==> src/rtl/hazard_ctrl.sv <==
// hazard_ctrl: stall/flush controller for the five-stage MIPS-32 pipeline.
// Combines load-use and branch-operand hazards, the multi-cycle divider in E,
// memory wait states and M-stage exceptions into per-stage stall/flush controls.
// A small FSM tracks divide occupancy so the divide stays held in E until the
// divider has produced its result.
module hazard_ctrl #(
  parameter int DIV_CYCLES = 32
) (
  input  logic       clk,
  input  logic       reset,
  input  logic [4:0] rsD,
  input  logic [4:0] rtD,
  input  logic       branchD,
  input  logic       jrD,
  input  logic       MemtoRegE,
  input  logic       RegWriteE,
  input  logic [4:0] writeregE,
  input  logic       MemtoRegM,
  input  logic [4:0] writeregM,
  input  logic       div_startE,
  input  logic       inst_stall,
  input  logic       data_stall,
  input  logic       exceptionM,
  output logic       stallF,
  output logic       stallD,
  output logic       stallE,
  output logic       stallM,
  output logic       stallW,
  output logic       flushD,
  output logic       flushE,
  output logic       flushM,
  output logic       flushW,
  output logic       div_busy,
  output logic       div_done
);

  localparam int              CW        = $clog2(DIV_CYCLES);
  localparam logic [CW-1:0]   CNT_INIT  = CW'(DIV_CYCLES - 2);
  localparam logic [CW-1:0]   CNT_ZERO  = {CW{1'b0}};
  localparam logic [CW-1:0]   CNT_ONE   = {{(CW-1){1'b0}}, 1'b1};

  typedef enum logic [1:0] {
    ST_RUN      = 2'd0,
    ST_DIV      = 2'd1,
    ST_DIV_HOLD = 2'd2
  } state_t;

  // True when a producer register is non-zero and feeds one of the D sources.
  function automatic logic src_match(input logic [4:0] dst,
                                     input logic [4:0] rs,
                                     input logic [4:0] rt);
    src_match = (dst != 5'd0) && ((dst == rs) || (dst == rt));
  endfunction

  state_t        r_state;
  state_t        w_state_nxt;
  logic [CW-1:0] r_cnt;
  logic [CW-1:0] w_cnt_nxt;
  logic          r_div_busy;
  logic          w_busy_nxt;
  logic          r_div_done;
  logic          w_done_nxt;
  logic          w_lwstall;
  logic          w_brstall;
  logic          w_div_occupied;

  assign div_busy = r_div_busy;
  assign div_done = r_div_done;

  // Hazard detection from D sources against E/M destinations.
  always_comb begin
    w_lwstall = MemtoRegE & src_match(writeregE, rsD, rtD);
    w_brstall = (branchD | jrD) &
                ((RegWriteE & src_match(writeregE, rsD, rtD)) |
                 (MemtoRegM & src_match(writeregM, rsD, rtD)));
    w_div_occupied = (r_state == ST_DIV) || (r_state == ST_DIV_HOLD) ||
                     ((r_state == ST_RUN) && div_startE);
  end

  // Divide occupancy next-state; an exception aborts any divide in flight.
  always_comb begin
    w_state_nxt = r_state;
    w_cnt_nxt   = r_cnt;
    w_busy_nxt  = r_div_busy;
    w_done_nxt  = 1'b0;
    if (exceptionM) begin
      w_state_nxt = ST_RUN;
      w_cnt_nxt   = CNT_ZERO;
      w_busy_nxt  = 1'b0;
    end else begin
      case (r_state)
        ST_RUN: begin
          if (div_startE) begin
            w_state_nxt = ST_DIV;
            w_cnt_nxt   = CNT_INIT;
            w_busy_nxt  = 1'b1;
          end else begin
            w_state_nxt = ST_RUN;
          end
        end
        ST_DIV: begin
          // The divider keeps counting through data-memory wait states.
          if (r_cnt != CNT_ZERO) begin
            w_cnt_nxt = r_cnt - CNT_ONE;
          end else if (data_stall) begin
            w_state_nxt = ST_DIV_HOLD;
          end else begin
            w_state_nxt = ST_RUN;
            w_busy_nxt  = 1'b0;
            w_done_nxt  = 1'b1;
          end
        end
        ST_DIV_HOLD: begin
          if (!data_stall) begin
            w_state_nxt = ST_RUN;
            w_busy_nxt  = 1'b0;
            w_done_nxt  = 1'b1;
          end else begin
            w_state_nxt = ST_DIV_HOLD;
          end
        end
        default: begin
          w_state_nxt = ST_RUN;
          w_cnt_nxt   = CNT_ZERO;
          w_busy_nxt  = 1'b0;
        end
      endcase
    end
  end

  // State, counter and registered divider status with synchronous reset.
  always_ff @(posedge clk) begin
    if (reset) begin
      r_state    <= ST_RUN;
      r_cnt      <= CNT_ZERO;
      r_div_busy <= 1'b0;
      r_div_done <= 1'b0;
    end else begin
      r_state    <= w_state_nxt;
      r_cnt      <= w_cnt_nxt;
      r_div_busy <= w_busy_nxt;
      r_div_done <= w_done_nxt;
    end
  end

  // Priority-ordered stall/flush decode; only the winning row drives any 1s.
  always_comb begin
    stallF = 1'b0;
    stallD = 1'b0;
    stallE = 1'b0;
    stallM = 1'b0;
    stallW = 1'b0;
    flushD = 1'b0;
    flushE = 1'b0;
    flushM = 1'b0;
    flushW = 1'b0;
    if (reset) begin
      stallF = 1'b0;
    end else if (exceptionM) begin
      flushD = 1'b1;
      flushE = 1'b1;
      flushM = 1'b1;
      flushW = 1'b1;
    end else if (data_stall) begin
      stallF = 1'b1;
      stallD = 1'b1;
      stallE = 1'b1;
      stallM = 1'b1;
      stallW = 1'b1;
    end else if (w_div_occupied) begin
      // Hold the divide in E and feed bubbles into M.
      stallF = 1'b1;
      stallD = 1'b1;
      stallE = 1'b1;
      flushM = 1'b1;
    end else if (w_lwstall | w_brstall) begin
      stallF = 1'b1;
      stallD = 1'b1;
      flushE = 1'b1;
    end else if (inst_stall) begin
      stallF = 1'b1;
      flushD = 1'b1;
    end else begin
      stallF = 1'b0;
    end
  end

endmodule

==> config.mk <==
export PLATFORM = sky130hd
export DESIGN_NAME = hazard_ctrl
export DESIGN_NICKNAME = d
export VERILOG_FILES = /design/src/rtl/hazard_ctrl.sv
export SDC_FILE = /design/constraint.sdc
export NUM_CORES = 1
export LEC_CHECK = 0
export CAP_MARGIN = 20
export CELL_PAD_IN_SITES_DETAIL_PLACEMENT = 0
export CELL_PAD_IN_SITES_GLOBAL_PLACEMENT = 1
export CORE_ASPECT_RATIO = 0.6
export CORE_UTILIZATION = 28
export CTS_CLUSTER_DIAMETER = 120
export DETAILED_ROUTE_END_ITERATION = 7
export GPL_ROUTABILITY_DRIVEN = 0
export PLACE_DENSITY_LB_ADDON = 0.1
export SLEW_MARGIN = 30
export SYNTH_ARGS = -nofsm -noshare
export SYNTH_HDL_FRONTEND = slang
export SYNTH_SLANG_ARGS = --single-unit
==> constraint.sdc <==
create_clock -name clk -period 1.9 [get_ports clk]
set_input_delay 0.285 -clock clk [delete_from_list [all_inputs] [get_ports clk]]
set_output_delay 0.285 -clock clk [all_outputs]
set_load 0.02 [all_outputs]
==> qor.yml, run 1 <==
crit_arrival_ns: 1.70
power_frac_seq_pct: 27.5
n_antenna_cell: 0
cp_cell_sequence: "buf_6 > xor2_1 > nor3_2 > a22oi_2 > o32a_4 > o31ai_4 > buf_6"
crit_required_ns: 1.62
grt_pass1_wl_um: 4640
relSlewSlack_pct: 71.8
critical_path.max_stage_delay_ns: 0.42
slew_viol_final: 0
tightest_slew_ns: 0.420
grt_use_total_pct: 18.5
fill_cells: 287
clockBufferDepth: 2
synthMuxAreaShare_pct: 0
detail_route.wl_per_cell_um: 12.6
drive_gt1_share_pct: 38.3
rows: 15
synth-xor-area-share_pct: 19.2
io_buffers: 41
cp-end-kind: "primary output"
cts_setup_buffers: 0
crit_fanout: 4
crit_type: "input pin to primary output"
whs_path_depth: 2
failed_checks: "setup timing"
synth-compound-area-share_pct: 19.3
whs_ns: 0.488
switchingPower_mw: 0.240
cts_root_buf: "clkbuf_8"
die_area_um2: 3500
start_util_pct: 30.6
synth-seq-cells: 9
wl_met2_um: 1290
startpoint_type: "input pin"
skew_ns: 0.000664
cts_tree: "built"
maxUsedRoutingLayer: "met4"
drt_iter0_markers: 33
drc_errors: 0
worst_slack_ns: -0.0814
crit_slowest_cell: "o32a_4"
avgViaCountPerCell: 4.51
antenna_found_initial: 0
critical_path_buf_inv_count: 2
ys_types: 29
synthSimpleGateAreaFrac_pct: 27.8
drv_cap: 0
max_freq_ghz: 0.505
crit_top_cell: "buf_6"
finalSetupViolCount: 2
synthesis.area_um2: 913
grt_max_degree: 10
die_h_um: 46.2
synth_top_family_by_area: "simple AND/OR/NAND/NOR gates"
multi_input_area_um2: 800
peakVddDrop_mv: 0.251
clk_latency_ns: 0.23
core_um2: 2980
synthAdderAreaFrac_pct: 8.22
cts_buffers: 3
ys_warn_count: 0
drtAntennaViolNets: 0
rsz0062_at_grt: "true"
comb_power_share_pct: 42.4
wl_met3_um: 152
path_clk_slew_ns: 0.05
syn-num-nets: 160
dieWidth_um: 75.7
grt_pass1_vias: 1021
routed_wl_um: 2960
hold_buffers: 0
power_density_nw_per_um2: 452
syn_to_final_growth_pct: 82.2
outcome: "complete, but fails checks"
num_vias: 1060
swShare_pct: 31.9
ys_seq_area_share_pct: 19.7
finalCritPeriodShare_pct: 104
finalCriticalPeriod_ns: 1.98
synthCells: 123
cp.depth: 7
wl_met1_um: 1500
worstRegToRegCells: 8
hp-class: "flip-flop to flip-flop"
final-hold-violation-count: 0
cts_max_level: 1
crit_family: "compound AO/OA/AOI/OAI gates"
grt.overflow.total: 0
cts.sinks: 9
dr.pass1.iters: 4
internal_power_mw: 0.512
seq_area_um2: 180
avgSynthCellArea_um2: 7.43
clkPwrFrac_pct: 30.1
io_pins: 42
fin_nets: 231
dp_hpwl_um: 2380
tns_ns: -0.102
power_leakage_nw: 0.742
[tightest hold or removal path: stages (launching register included)]
cell and delay, ns:
dfxtp_1 0.31, nand2b_1 0.07, a21oi_1 0.06
[final timing paths]
check	from	to	slack, ns
max	writeregM[4]	flushE	-0.08
min reg2reg	r_cnt[0]	r_cnt[0]	0.49
max reg2reg	r_state[1]	r_cnt[0]	0.20
min	r_cnt[0]	r_cnt[0]	0.49
[cell type report]
class / count / area share [%]
Clock buffer: 4 / 2.71
Multi-Input combinational cell: 102 / 48.0
Sequential cell: 9 / 10.8
Timing Repair Buffer: 69 / 33.2
Inverter: 9 / 2.03
Tap cell: 42 / 3.16
[logic make-up (layout without fill, tap and decap cells)]
group / after synthesis / count (layout)
DFF: 9 / 9
AOI/OAI and AO/OA: 27 / 27
adders and majority gates: 6 / 6
xor gates and xnor gates: 20 / 20
buffers and inverters: 12 / 82
and+or+nand+nor: 49 / 49
[Yosys cell counts (all sizes together)]
| cell type | count | area [µm²] |
|---|---|---|
| o22ai | 2 | 12.5 |
| a221oi | 1 | 8.76 |
| o32a | 1 | 11.3 |
| a41o | 1 | 10.0 |
| o21ai | 4 | 20.0 |
| o31ai | 1 | 12.5 |
| nand2 | 11 | 41.3 |
| nor2 | 14 | 52.6 |
| inv | 9 | 33.8 |
| nor3 | 8 | 50.1 |
| a21boi | 1 | 11.3 |
| o21a | 1 | 7.51 |
| or4 | 2 | 15.0 |
| nor2b | 3 | 18.8 |
| or2 | 1 | 6.26 |
| buf | 2 | 15.0 |
| a22oi | 2 | 15.0 |
| dfxtp | 9 | 180 |
| nand3 | 3 | 15.0 |
| nand2b | 4 | 25.0 |
| clkbuf | 1 | 3.75 |
| a211oi | 1 | 7.51 |
| ha | 6 | 75.1 |
| a21oi | 12 | 60.1 |
| and2 | 1 | 6.26 |
| xor2 | 20 | 175 |
| nor4b | 2 | 23.8 |
[per-stage QoR]
stage                     util, %  power, mW  instances  setup slack (ns)  instance area, µm²
final                        55.8      0.752        235           -0.0814                1660
after global routing         55.8      0.803        235            -0.133                1660
after floorplan                 -      0.339        123            0.0968                 913
after detailed placement     52.5      0.510        231            -0.949                1570
after global placement       52.5      0.506        231            -0.904                1570
after CTS                    55.2      0.751        235           -0.0809                1650
[state kept, by name, summed over array words and instances (netlist names)]
name and cells:
div_done 1, div_busy 1, r_state 2, r_cnt 5
[placed cells by master (no fill, tap or decap), types with 5 or more instances in the layout]
cell type        count
nor2_1              13
buf_2               14
dfxtp_1              9
xor2_1              17
buf_4               30
a21oi_1             11
nand2_1             11
buf_6                5
inv_1                9
clkdlybuf4s50_1     12
ha_1                 5
[layer usage]
metal / global-route usage [%] / vias to the layer above
li1: - / 557
met1: 25.1 / 472
met2: 28.7 / 27
met3: 5.47 / 4
met4: 4.44 / 0
met5: 0 / -
[repair_timing]
item,in CTS,in global routing
gates resized for setup,124,7
cloned,0,0
endpoints found under the setup margin,9,9
pin swaps,24,4
[power by group through the flow]
stage | Clock [mW] | Combinational, mW | Sequential (mW)
2_1_floorplan | 0 | 0.130 | 0.209
3_3_place_gp | 0 | 0.297 | 0.208
3_5_place_dp | 0 | 0.301 | 0.209
4_1_cts | 0.236 | 0.310 | 0.205
5_1_grt | 0.251 | 0.344 | 0.207
6_report | 0.227 | 0.319 | 0.207
Power figures use the tool's default switching activity.
==> inputs of run 2 (changes only) <==
--- a/config.mk
+++ b/config.mk
@@ -13,6 +13,7 @@
 export CTS_CLUSTER_DIAMETER = 120
 export DETAILED_ROUTE_END_ITERATION = 7
 export GPL_ROUTABILITY_DRIVEN = 0
+export MAX_ROUTING_LAYER = met4
 export PLACE_DENSITY_LB_ADDON = 0.1
 export SLEW_MARGIN = 30
 export SYNTH_ARGS = -nofsm -noshare
==> qor.yml, run 2 (synthesis gave the netlist of run 1 again) <==
reg_top3: "r_cnt: 5 flops, r_state: 2 flops"
mostFrequentLayoutCells: "30 x buf_4, 17 x xor2_1, 14 x buf_2"
min_to: "r_cnt[0]"
cts_buffers: 3
final-hold-violation-count: 0
startpoint_type: "input pin"
die_h_um: 46.2
power_leakage_nw: 0.742
n_antenna_cell: 0
routed_wl_um: 2960
hp-start: "r_cnt[0]"
largest_reg_flops: 5
whs_path_depth: 2
detail_route.wl_per_cell_um: 12.6
finalCritPeriodShare_pct: 104
crit_type: "input pin to primary output"
hp-class: "flip-flop to flip-flop"
design_area_um2: 1660
rows: 15
drv_cap: 0
r2r_start: "r_state[1]"
io_pins: 42
fin_nets: 231
crit_arrival_ns: 1.69
cp-end-kind: "primary output"
antenna_found_initial: 0
finalSetupViolCount: 2
relSlewSlack_pct: 71.8
place_area_um2: 1570
fin_cells: 235
power_frac_seq_pct: 27.5
whs_ns: 0.488
rsz0062_at_grt: "true"
slew_viol_final: 0
clk_latency_ns: 0.23
syn_to_final_growth_pct: 82.2
die_area_um2: 3500
clockBufferDepth: 2
avgViaCountPerCell: 4.50
clkPwrFrac_pct: 30.1
max_freq_ghz: 0.505
drc_errors: 0
cts_max_level: 1
io_buffers: 41
critical_path.max_stage_delay_ns: 0.42
cts_tree: "built"
dp_hpwl_um: 2380
crit_top_cell: "buf_6"
crit_required_ns: 1.62
drtAntennaViolNets: 0
cts_root_buf: "clkbuf_8"
start_util_pct: 30.6
drt_iter0_markers: 33
dieWidth_um: 75.7
internal_power_mw: 0.512
grt_use_total_pct: 19.0
grt_max_degree: 10
switchingPower_mw: 0.240
outcome: "complete, but fails checks"
final_common_cell: "buf_4"
grt.overflow.total: 0
crit_slowest_cell: "o32a_4"
swShare_pct: 31.9
power_density_nw_per_um2: 452
worstRegToRegCells: 8
worst_slack_ns: -0.0796
cts.sinks: 9
num_vias: 1058
skew_ns: 0.000663
drive_gt1_share_pct: 38.3
top_register: "r_cnt"
grt_pass1_vias: 1022
fill_cells: 287
tightest_slew_ns: 0.421
pre_cts_ws_ns: -0.949
dr.pass1.iters: 4
failed_checks: "setup timing"
crit_fanout: 4
r2r-end: "r_cnt[0]"
dp_cells: 231
peakVddDrop_mv: 0.251
r2r_slack_ns: 0.20
seq_area_um2: 180
path_clk_slew_ns: 0.05
cp_cell_sequence: "buf_6 > xor2_1 > nor3_2 > a22oi_2 > o32a_4 > o31ai_4 > buf_6"
grt_pass1_wl_um: 4630
core_um2: 2980
multi_input_area_um2: 800
comb_power_share_pct: 42.4
finalCriticalPeriod_ns: 1.98
-- run 2: final cells by class --
type	count	share of cell area [%]
multi-input cells	102	48.0
well taps	42	3.16
repair buffers	69	33.2
inverters	9	2.03
clock buffers	4	2.71
flip-flops and latches	9	10.8
-- run 2: worst max-delay path, delay by kind of cell --
kind	cells	cell delay (ns)
compound gates	3	0.78
buf+inv	2	0.25
xor+xnor	1	0.16
simple gates	1	0.21
-- run 2: worst max-delay path by stage --
stage,from,endpoint,slack (ns),depth (start not counted)
detailed placement,writeregM[3],flushE,-0.95,7
floorplan,rtD[3],flushE,0.1,5
finish,writeregM[4],flushE,-0.08,7
global placement,writeregM[3],flushE,-0.90,7
CTS,writeregM[0],flushE,-0.08,7
global route,writeregM[4],flushE,-0.13,7
-- run 2: power groups by stage --
stage	registers, mW	clock network (mW)	logic (mW)
2_1_floorplan	0.209	0	0.130
3_3_place_gp	0.208	0	0.297
3_5_place_dp	0.209	0	0.301
4_1_cts	0.205	0.236	0.310
5_1_grt	0.207	0.251	0.344
6_report	0.207	0.227	0.319
-- run 2: timing repair --
action                                  4_1_cts  5_1_grt
buffers inserted                              0        0
gates resized for setup                     124        7
gates cloned                                  0        0
hold buffers                                  0        0
endpoints found under the setup margin        9        9
pin swaps                                    24        4
-- run 2: through the flow --
stage	TNS (ns)	util, %	total power, mW
global placement	-4.11	52.5	0.506
detailed placement	-4.27	52.5	0.510
CTS	-0.0809	55.2	0.751
finish	-0.100	55.8	0.752
floorplan	0	-	0.339
global route	-0.314	55.8	0.803
-- run 2: per-layer routing --
metal  vias up  routed length, µm  GRT usage (%)
met1       472               1510           25.3
met4         0                  8           4.44
met5         -                  0              -
met3         2                148           5.25
met2        27               1290           28.7
li1        557                  -              -
